`config.mk`:
```
export PLATFORM = sky130hd
export DESIGN_NAME = mem_write_ctrl
export DESIGN_NICKNAME = d
export VERILOG_FILES = /design/src/rtl/mem_pkg.sv /design/src/rtl/btn_sync.sv /design/src/rtl/mem_write_ctrl.sv
export SDC_FILE = /design/constraint.sdc
export NUM_CORES = 1
export LEC_CHECK = 0
export CAP_MARGIN = 20
export CORE_ASPECT_RATIO = 0.5
export CORE_MARGIN = 5
export CORE_UTILIZATION = 53
export CTS_CLUSTER_SIZE = 30
export DETAILED_ROUTE_END_ITERATION = 10
export PLACE_DENSITY_LB_ADDON = 0.25
export SYNTH_ARGS = -nofsm -noshare
export SYNTH_HDL_FRONTEND = slang
export SYNTH_SLANG_ARGS = --single-unit
```
`constraint.sdc`:
```
create_clock -name clk -period 2.6 [get_ports clk]
set_clock_uncertainty 0.2 [all_clocks]
set_input_delay 0.65 -clock clk [delete_from_list [all_inputs] [get_ports clk]]
set_output_delay 0.65 -clock clk [all_outputs]
set_load 0.1 [all_outputs]
```
`src/rtl/mem_pkg.sv`:
```
// Shared types and constants for the memory write controller.
// Holds the FSM state encoding and the default/simulation sizing values.
package mem_pkg;

    localparam int unsigned MEM_DATA_W   = 8;
    localparam int unsigned MEM_ADDR_W   = 2;
    localparam int unsigned DEBOUNCE_SIM = 4;

    typedef enum logic [1:0] {
        ST_IDLE     = 2'd0,
        ST_DEBOUNCE = 2'd1,
        ST_PULSE    = 2'd2,
        ST_RELEASE  = 2'd3
    } state_e;

endpackage : mem_pkg

```
`src/rtl/btn_sync.sv`:
```
// Two-flop synchroniser for an asynchronous single-bit input.
// Both flops clear to 0 on reset.
module btn_sync (
    input  logic clk,
    input  logic rst_n,
    input  logic async_i,
    output logic sync_o
);

    logic [1:0] sync_q;

    always_ff @(posedge clk or negedge rst_n) begin
        if (!rst_n) begin
            sync_q <= 2'b00;
        end else begin
            sync_q <= {sync_q[0], async_i};
        end
    end

    assign sync_o = sync_q[1];

endmodule : btn_sync

```
`src/rtl/mem_write_ctrl.sv`:
```
// Debounced store-button controller: produces one registered store strobe per
// press with data/address frozen around it; optional auto-incrementing address.
module mem_write_ctrl
    import mem_pkg::*;
#(
    parameter int unsigned DATA_W          = MEM_DATA_W,
    parameter int unsigned ADDR_W          = MEM_ADDR_W,
    parameter int unsigned DEBOUNCE_CYCLES = 1000000
) (
    input  logic              clk,
    input  logic              rst_n,
    input  logic              btn_store,
    input  logic [DATA_W-1:0] sw_data,
    input  logic [ADDR_W-1:0] sw_addr,
    input  logic              auto_inc,
    output logic [DATA_W-1:0] data_out,
    output logic [ADDR_W-1:0] addr_out,
    output logic              store,
    output logic              busy,
    output logic [ADDR_W-1:0] wr_ptr
);

    localparam int unsigned CNT_W = $clog2(DEBOUNCE_CYCLES);
    localparam logic [CNT_W-1:0] CNT_LAST = CNT_W'(DEBOUNCE_CYCLES - 1);

    state_e            state_q, state_d;
    logic [CNT_W-1:0]  cnt_q, cnt_d;
    logic [DATA_W-1:0] data_q, data_d;
    logic [ADDR_W-1:0] addr_q, addr_d;
    logic [ADDR_W-1:0] ptr_q, ptr_d;
    logic              inc_q, inc_d;
    logic              store_q, store_d;
    logic              busy_q, busy_d;
    logic              btn_s;
    logic [ADDR_W-1:0] addr_src;

    btn_sync u_btn_sync (
        .clk     (clk),
        .rst_n   (rst_n),
        .async_i (btn_store),
        .sync_o  (btn_s)
    );

    assign addr_src = auto_inc ? ptr_q : sw_addr;

    // State and output registers
    always_ff @(posedge clk or negedge rst_n) begin
        if (!rst_n) begin
            state_q <= ST_IDLE;
            cnt_q   <= '0;
            data_q  <= '0;
            addr_q  <= '0;
            ptr_q   <= '0;
            inc_q   <= 1'b0;
            store_q <= 1'b0;
            busy_q  <= 1'b0;
        end else begin
            state_q <= state_d;
            cnt_q   <= cnt_d;
            data_q  <= data_d;
            addr_q  <= addr_d;
            ptr_q   <= ptr_d;
            inc_q   <= inc_d;
            store_q <= store_d;
            busy_q  <= busy_d;
        end
    end

    // Next-state and registered-output logic
    always_comb begin
        state_d = state_q;
        cnt_d   = cnt_q;
        data_d  = data_q;
        addr_d  = addr_q;
        ptr_d   = ptr_q;
        inc_d   = inc_q;

        case (state_q)
            ST_IDLE: begin
                data_d = sw_data;
                addr_d = addr_src;
                if (btn_s) begin
                    state_d = ST_DEBOUNCE;
                    cnt_d   = '0;
                end
            end
            ST_DEBOUNCE: begin
                data_d = sw_data;
                addr_d = addr_src;
                // Remember the address mode of the captured write for the pointer bump
                inc_d  = auto_inc;
                if (!btn_s) begin
                    state_d = ST_IDLE;
                end else if (cnt_q == CNT_LAST) begin
                    state_d = ST_PULSE;
                end else begin
                    cnt_d = cnt_q + CNT_W'(1);
                end
            end
            ST_PULSE: begin
                if (inc_q) begin
                    ptr_d = ptr_q + ADDR_W'(1);
                end
                state_d = ST_RELEASE;
                cnt_d   = '0;
            end
            ST_RELEASE: begin
                if (btn_s) begin
                    cnt_d = '0;
                end else if (cnt_q == CNT_LAST) begin
                    state_d = ST_IDLE;
                end else begin
                    cnt_d = cnt_q + CNT_W'(1);
                end
            end
            default: begin
                state_d = ST_IDLE;
                cnt_d   = '0;
            end
        endcase

        store_d = (state_d == ST_PULSE);
        busy_d  = (state_d != ST_IDLE);
    end

    assign data_out = data_q;
    assign addr_out = addr_q;
    assign store    = store_q;
    assign busy     = busy_q;
    assign wr_ptr   = ptr_q;

endmodule : mem_write_ctrl

```
==> PnR_summary.wiki, run 1 <==
{| class="wikitable"
! Metric !! Value
|-
| Input/output buffers || 27
|-
| Clock-pin slew reported for the worst setup and hold paths after clock tree synthesis || 0.08 ns
|-
| Element type at the critical path start || flop
|-
| Total congestion overflow after global routing || 0
|-
| Yosys Warn Count || 0
|-
| Area of the core || around 3500 um^2
|-
| First-pass iteration count of the detailed router || 4
|-
| Tightest Pin Transition || about 0.86 ns
|-
| Maximum fanout along the worst path || 7
|-
| Root Buffer Master || clkbuf_8
|-
| Kind of end point of the critical path || flop
|-
| DP Cell Count || 266
|-
| Reg2Reg Capture Point || cnt_q[18]$_DFFE_PN0P_
|-
| Buffers & Inverters on Critical Path || 0
|-
| Critical path required time || about 2.6 ns
|-
| Launching instance or port of the critical path || cnt_q[0]$_DFFE_PN0P_
|-
| Seq/Total Area, Yosys || approximately half
|-
| WL/cell || ~15 um
|-
| Tot Pwr || about 1300 uW
|-
| Number of antenna-violating nets in the routed design || 0
|-
| Post-Synth XOR/XNOR Area || ~5.4%
|-
| Worst r2r src || cnt_q[0]$_DFFE_PN0P_
|-
| Fin area || 2360 um^2
|-
| Fin crit period || 2.35 ns
|-
| Total negative slack for setup checks || 0 ns
|-
| TritonCTS clock tree || yes
|-
| Global-route wire length before repair || between 6 and 7 mm
|-
| Ordered cell list for the critical path || ha_1 > nand3_1 > nor4_1 > nand3_1 > or4_1 > nand3_1
|-
| Via count of the first global-routing pass || around 1500
|-
| Arrival time worst endpoint || around 2.4 ns
|-
| Cell depth of the worst min-delay path || 0
|-
| Number of enable flip-flop cells after synthesis || 0
|-
| Count of nets after finishing || ~240
|-
| CTS HTree Levels || 2
|-
| Average cell area after synthesis || 10.3 um^2
|-
| Max-cap viol count || 0
|-
| Total of cells resized after clock tree synthesis || 0
|-
| Share of cells above drive strength 1 || between 20 and 25%
|-
| Status || complete, no violations
|-
| Register bit total from synthesis || 39
|-
| Share of the synthesized area in the top cell type || roughly 50%
|-
| Number of top-level pins || 28
|-
| Initial core utilization || 55.7%
|-
| Most common cell in the synthesized netlist || dfrtp_1
|-
| Slowest-stage cell, CP || nor4_1
|-
| Worst slew margin || a little over two fifths
|-
| Detailed-route vias per instance || ~5.5
|-
| Remaining DRCs || 0
|-
| P_leak || roughly 0.00097 uW
|-
| Half-perimeter wire length of the detailed placement result || between 2 and 3 mm
|-
| Worst Setup Path Type || reg -> reg
|-
| Initial antenna violation count || 0
|-
| Clock latency on the worst-skew pair || 0.29 ns
|-
| Peak VDD IR || ~0.44 mV
|-
| Count of different cell masters after synthesis || 44
|-
| Routability congestion estimate from global placement || 0.815
|-
| Non-filler cells, final || ~270
|-
| Leading post-synthesis cells by instance count || dfrtp_1, nor2_1, nand2_1, xnor2_1, mux2_2
|-
| End of the worst hold path || u_btn_sync.sync_q[1]$_DFF_PN0_
|-
| Area post-placement || ~2200 um^2
|-
| Clock tree buffer depth || 2
|-
| Post CTS Setup Buffer Count || 0
|-
| Pwr/cell area || approximately 550 nW/um^2
|-
| DRC marker count from the first detailed-route iteration || 72
|-
| # clock sinks || 39
|-
| Synth area leader || dfrtp_1
|-
| Setup violators final || 0
|-
| Post-synthesis adder-cell area fraction || under 10%
|-
| Final count of pins violating max slew || 0
|-
| Net Count, Synth || 202
|-
| Crit share post-route || 90.4%
|-
| Die extent in x || 95.4 um
|-
| Inserted Clock Buffers || 5
|-
| Overall die height || around 53 um
|-
| Layout area overhead || 21.8%
|-
| Fraction of the mapped netlist area in compound gates || 10.9%
|-
| Share of synthesized area spent on multiplexers || between 6 and 7%
|-
| RSZ-0062 raised after global routing || no
|-
| Top achievable clock speed || approximately 430 MHz
|-
| Kind of path behind the tightest hold check || reg -> reg
|-
| Top_reg_cell synth || dfrtp_1
|-
| Number of placement rows || 15
|-
| Final Hold Viols || 0
|-
| Largest net degree at the start of global routing || 40
|-
| Die Area || between 5000 and 6000 um^2
|-
| Worst Hold Launch || u_btn_sync.sync_q[0]$_DFF_PN0_
|-
| ANT cells || 0
|-
| Main combinational cell family by area after synthesis || simple AND/OR/NAND/NOR gates
|-
| Number of instances in the synthesized netlist || between 150 and 200
|-
| Register-to-Register Path Depth || 6
|-
| Fin Hold WS || 0.166 ns
|-
| Post-synthesis cell area || 1930 um^2
|-
| Leading post-synthesis cells by cell area || dfrtp_1, xnor2_1, mux2_2, nor2_1, nand2_1
|-
| Slack of the worst reg-to-reg path || ~0.25 ns
|-
| Global routing usage summed across all routing layers || between 15 and 20%
|-
| Basic-gate share of the synthesized area counting and, or, nand and nor cells || between 20 and 25%
|-
| Fraction of registers with async set/reset || 100%
|-
| Total detailed-routing wirelength || 3.99 mm
|-
| Delay of the slowest critical-path stage || roughly 0.53 ns
|-
| Cell family with the largest share of critical-path delay || simple AND/OR/NAND/NOR gates
|-
| Detailed-route via count || around 1500
|-
| Total of hold buffers inserted after clock tree synthesis || 0
|-
| Cell occurring most often along the worst timing path || nand3_1
|}
layout by cell type, fill, tap and decap left out, types with 4 or more instances in the layout:
cell type | Yosys | routed
xnor2_1 | 12 | 12
dfrtp_1 | 39 | 39
nand2_1 | 15 | 15
nor2_1 | 23 | 23
clkdlybuf4s50_1 | 0 | 12
nand3_1 | 6 | 6
a21oi_1 | 7 | 7
nand4_1 | 8 | 8
buf_4 | 1 | 22
mux2_2 | 9 | 9
clkbuf_8 | 0 | 5
nor3_1 | 4 | 4
o21ai_0 | 7 | 7
metrics by stage:
step	utilization, %	setup slack, ns
3_3_place_gp	64.8	0.351
4_1_cts	67.9	0.287
5_1_grt	67.9	0.0723
2_1_floorplan	-	0.424
3_5_place_dp	64.8	0.319
6_report	67.9	0.249
registers in the layout, indices dropped and copies added (netlist names):
signal             count
busy                   1
state_q                2
wr_ptr                 2
data_out               8
inc_q                  1
addr_out               2
store                  1
cnt_q                 20
u_btn_sync.sync_q      2
report_power, final:
| part | switching (uW) | internal [uW] |
|---|---|---|
| registers | 16.3 | 625 |
| clock network | 212 | 280 |
| logic | 109 | 49.9 |
final cells by class:
class | count | area, um^2
Inverter | 3 | 11.3
Multi-Input combinational cell | 138 | 908
Fill cell | 267 | 1120
Sequential cell | 39 | 976
Clock buffer | 5 | 68.8
Tap cell | 51 | 63.8
Timing Repair Buffer | 35 | 290
Clock inverter | 2 | 37.5
metal layers:
metal	vias up	wire length, um	track usage [%]
met2	42	1770	28.6
met5	-	0	0
li1	749	-	-
met3	7	207	4.73
met4	0	62	5.90
met1	701	1950	24.6
logic make-up after synthesis:
family                     count (synthesis)
and+or+nand+nor                           82
AOI/OAI and AO/OA                         31
adders and majority gates                  2
DFF                                       39
buffers and inverters                     10
muxes                                     11
xor gates and xnor gates                  12
worst max path at each step:
stage                            end  slack, ns  cells past startpoint
4_1_cts        cnt_q[12]$_DFFE_PN0P_       0.29                      6
3_3_place_gp    state_q[0]$_DFF_PN0_       0.35                      5
2_1_floorplan   state_q[0]$_DFF_PN0_       0.42                      5
5_1_grt        cnt_q[18]$_DFFE_PN0P_       0.07                      6
3_5_place_dp   cnt_q[12]$_DFFE_PN0P_       0.32                      6
6_report       cnt_q[18]$_DFFE_PN0P_       0.25                      6
(Power assumes the default switching activity.)
==> inputs of run 2 (changes only) <==
--- a/config.mk
+++ b/config.mk
@@ -5,7 +5,7 @@
 export SDC_FILE = /design/constraint.sdc
 export NUM_CORES = 1
 export LEC_CHECK = 0
-export CAP_MARGIN = 20
+export CAP_MARGIN = 40
 export CORE_ASPECT_RATIO = 0.5
 export CORE_MARGIN = 5
 export CORE_UTILIZATION = 53
==> constraint.sdc (replaced) <==
create_clock -name clk -period 2.6 [get_ports clk]
set_clock_uncertainty 0.2 [all_clocks]
set_input_delay 0.39 -clock clk [delete_from_list [all_inputs] [get_ports clk]]
set_output_delay 0.39 -clock clk [all_outputs]
set_load 0.1 [all_outputs]
==> run 2 against run 1 <==
  * Fmax down 0.91%
  * Register-to-register slack worse by 0.02 ns
  * Cell area up 1.3%
  * Critical path type unchanged
  * Largest power group unchanged
  * Global-route usage up 0.90 points
  * Wire length up 6.1%
==> PnR_summary.wiki, run 2 (same netlist as run 1, synthesis figures left out) <==
{| class="wikitable"
! Metric !! Value
|-
| Status || complete, no violations
|-
| Remaining DRCs || 0
|-
| Area of the core || around 3500 um^2
|-
| Cell occurring most often along the worst timing path || nand3_1
|-
| Global-route wire length before repair || 7.33 mm
|-
| Detailed-route vias per instance || around 5.7
|-
| WL/cell || about 15 um
|-
| Root Buffer Master || clkbuf_8
|-
| Worst slack at placement || ~0.3 ns
|-
| Top achievable clock speed || roughly 420 MHz
|-
| Number of placement rows || 15
|-
| FF/Latch Area || roughly 980 um^2
|-
| Layout area overhead || 23.4%
|-
| Pwr/cell area || 545 nW/um^2
|-
| RSZ-0062 raised after global routing || no
|-
| Tot Pwr || roughly 1300 uW
|-
| Overall die height || ~53 um
|-
| Worst r2r src || cnt_q[0]$_DFFE_PN0P_
|-
| TritonCTS clock tree || yes
|-
| Setup violators final || 0
|-
| DRC marker count from the first detailed-route iteration || 128
|-
| Die Area || between 5000 and 6000 um^2
|-
| Register ranked first by flip-flop count || cnt_q
|-
| Worst Setup Path Type || reg -> reg
|-
| Initial antenna violation count || 0
|-
| Inserted Clock Buffers || 5
|-
| Tightest Pin Transition || between 0.6 and 0.7 ns
|-
| Initial core utilization || roughly 56%
|-
| Maximum fanout along the worst path || 7
|-
| Worst slew margin || around 58%
|-
| Final critical-path setup slack || roughly 0.23 ns
|-
| Global routing usage summed across all routing layers || a little under a fifth
|-
| Max FFs per register || 20
|-
| Slowest-stage cell, CP || nor4_1
|-
| Number of top-level pins || 28
|-
| First-pass iteration count of the detailed router || 4
|-
| Post CTS Setup Buffer Count || 0
|-
| Count of fill cells added during filler insertion || roughly 260
|-
| Multi-input gate area in the final layout || approximately 910 um^2
|-
| Most common cell after layout, fill and taps aside || dfrtp_1
|-
| Arrival time worst endpoint || roughly 2.4 ns
|-
| Half-perimeter wire length of the detailed placement result || between 2 and 3 mm
|-
| Total congestion overflow after global routing || 0
|-
| ANT cells || 0
|-
| Launching instance or port of the critical path || cnt_q[0]$_DFFE_PN0P_
|-
| Detailed-route via count || ~1600
|-
| Kind of end point of the critical path || flop
|-
| P_leak || about 0.00099 uW
|-
| Worst Hold Launch || u_btn_sync.sync_q[0]$_DFF_PN0_
|-
| Peak VDD IR || 0.384 mV
|-
| Final count of pins violating max slew || 0
|-
| Final Hold Viols || 0
|-
| Critical path required time || 2.63 ns
|-
| Max-cap viol count || 0
|-
| Post-route core utilization || roughly 69%
|-
| Clock tree buffer depth || 2
|-
| Total detailed-routing wirelength || between 4 and 5 mm
|-
| Number of antenna-violating nets in the routed design || 0
|-
| Crit share post-route || 91.2%
|-
| Ordered cell list for the critical path || ha_1 > nand3_1 > nor4_1 > nand3_1 > or4_1 > nand3_1
|-
| Element type at the critical path start || flop
|-
| CTS HTree Levels || 2
|-
| Fin crit period || about 2.4 ns
|-
| Total negative slack for setup checks || 0 ns
|-
| Routability congestion estimate from global placement || ~0.81
|-
| Largest net degree at the start of global routing || 30
|-
| Clock latency on the worst-skew pair || between 0.2 and 0.3 ns
|-
| # clock sinks || 39
|-
| Count of nets after finishing || between 200 and 250
|-
| Leading cell types in the layout, fill and taps excluded || dfrtp_1, nor2_1, buf_4, nand2_1
|-
| Clock-pin slew reported for the worst setup and hold paths after clock tree synthesis || 0.08 ns
|-
| Die extent in x || approximately 95 um
|-
| Via count of the first global-routing pass || approximately 1500
|-
| Share of cells above drive strength 1 || 22.8%
|-
| Kind of path behind the tightest hold check || reg -> reg
|-
| Delay of the slowest critical-path stage || ~0.53 ns
|-
| Input/output buffers || 27
|}
==> run 2: final timing paths <==
path / end / slack [ns] / cells past startpoint
setup reg to reg: cnt_q[18]$_DFFE_PN0P_ / 0.23 / 6
hold / removal: u_btn_sync.sync_q[1]$_DFF_PN0_ / 0.17 / 0
max in group asynchronous: cnt_q[17]$_DFFE_PN0P_ / 1.48 / 3
setup / recovery: cnt_q[18]$_DFFE_PN0P_ / 0.23 / 6
hold reg to reg: u_btn_sync.sync_q[1]$_DFF_PN0_ / 0.17 / 0
min in group asynchronous: cnt_q[8]$_DFFE_PN0P_ / 0.29 / 2
==> run 2: layout make-up <==
class | instances | area share, %
Sequential cell | 39 | 40.9
Multi-Input combinational cell | 138 | 38.1
Timing Repair Buffer | 37 | 13.4
Clock buffer | 5 | 2.88
Tap cell | 51 | 2.67
Clock inverter | 2 | 1.57
Inverter | 3 | 0.472
==> run 2: worst max-delay path: cells and delay by family (launching register included) <==
kind	cells	cell delay, ns
and+or+nand+nor	5	1.36
DFF	1	0.43
adders and majority gates	1	0.32
==> run 2: layer usage <==
| metal | GRT usage, % | wire length, um |
|---|---|---|
| met2 | 29.8 | 1930 |
| met1 | 25.8 | 2020 |
| met5 | 0 | 0 |
| met3 | 4.16 | 233 |
| met4 | 8.02 | 54 |
==> run 2: timing repair <==
action | in CTS | in global routing
hold buffers | 1 | 0
gates resized for setup | 0 | 0
hold endpoints to repair | 10 | 0
endpoints found under the setup margin | 0 | 0
==> run 2: power by group <==
group / internal, uW / total [uW] / switching [uW]
logic: 53.9 / 164 / 110
clock network: 280 / 496 / 215
registers: 625 / 642 / 17.1
==> run 2: per-stage QoR <==
stage	instance area (um^2)	cells	hold WS, ns
CTS	2390	275	0.167
finish	2390	275	0.170
detailed placement	2270	267	0.0803
global placement	2250	266	0.138
global route	2390	275	0.162
floorplan	1930	187	-0.106
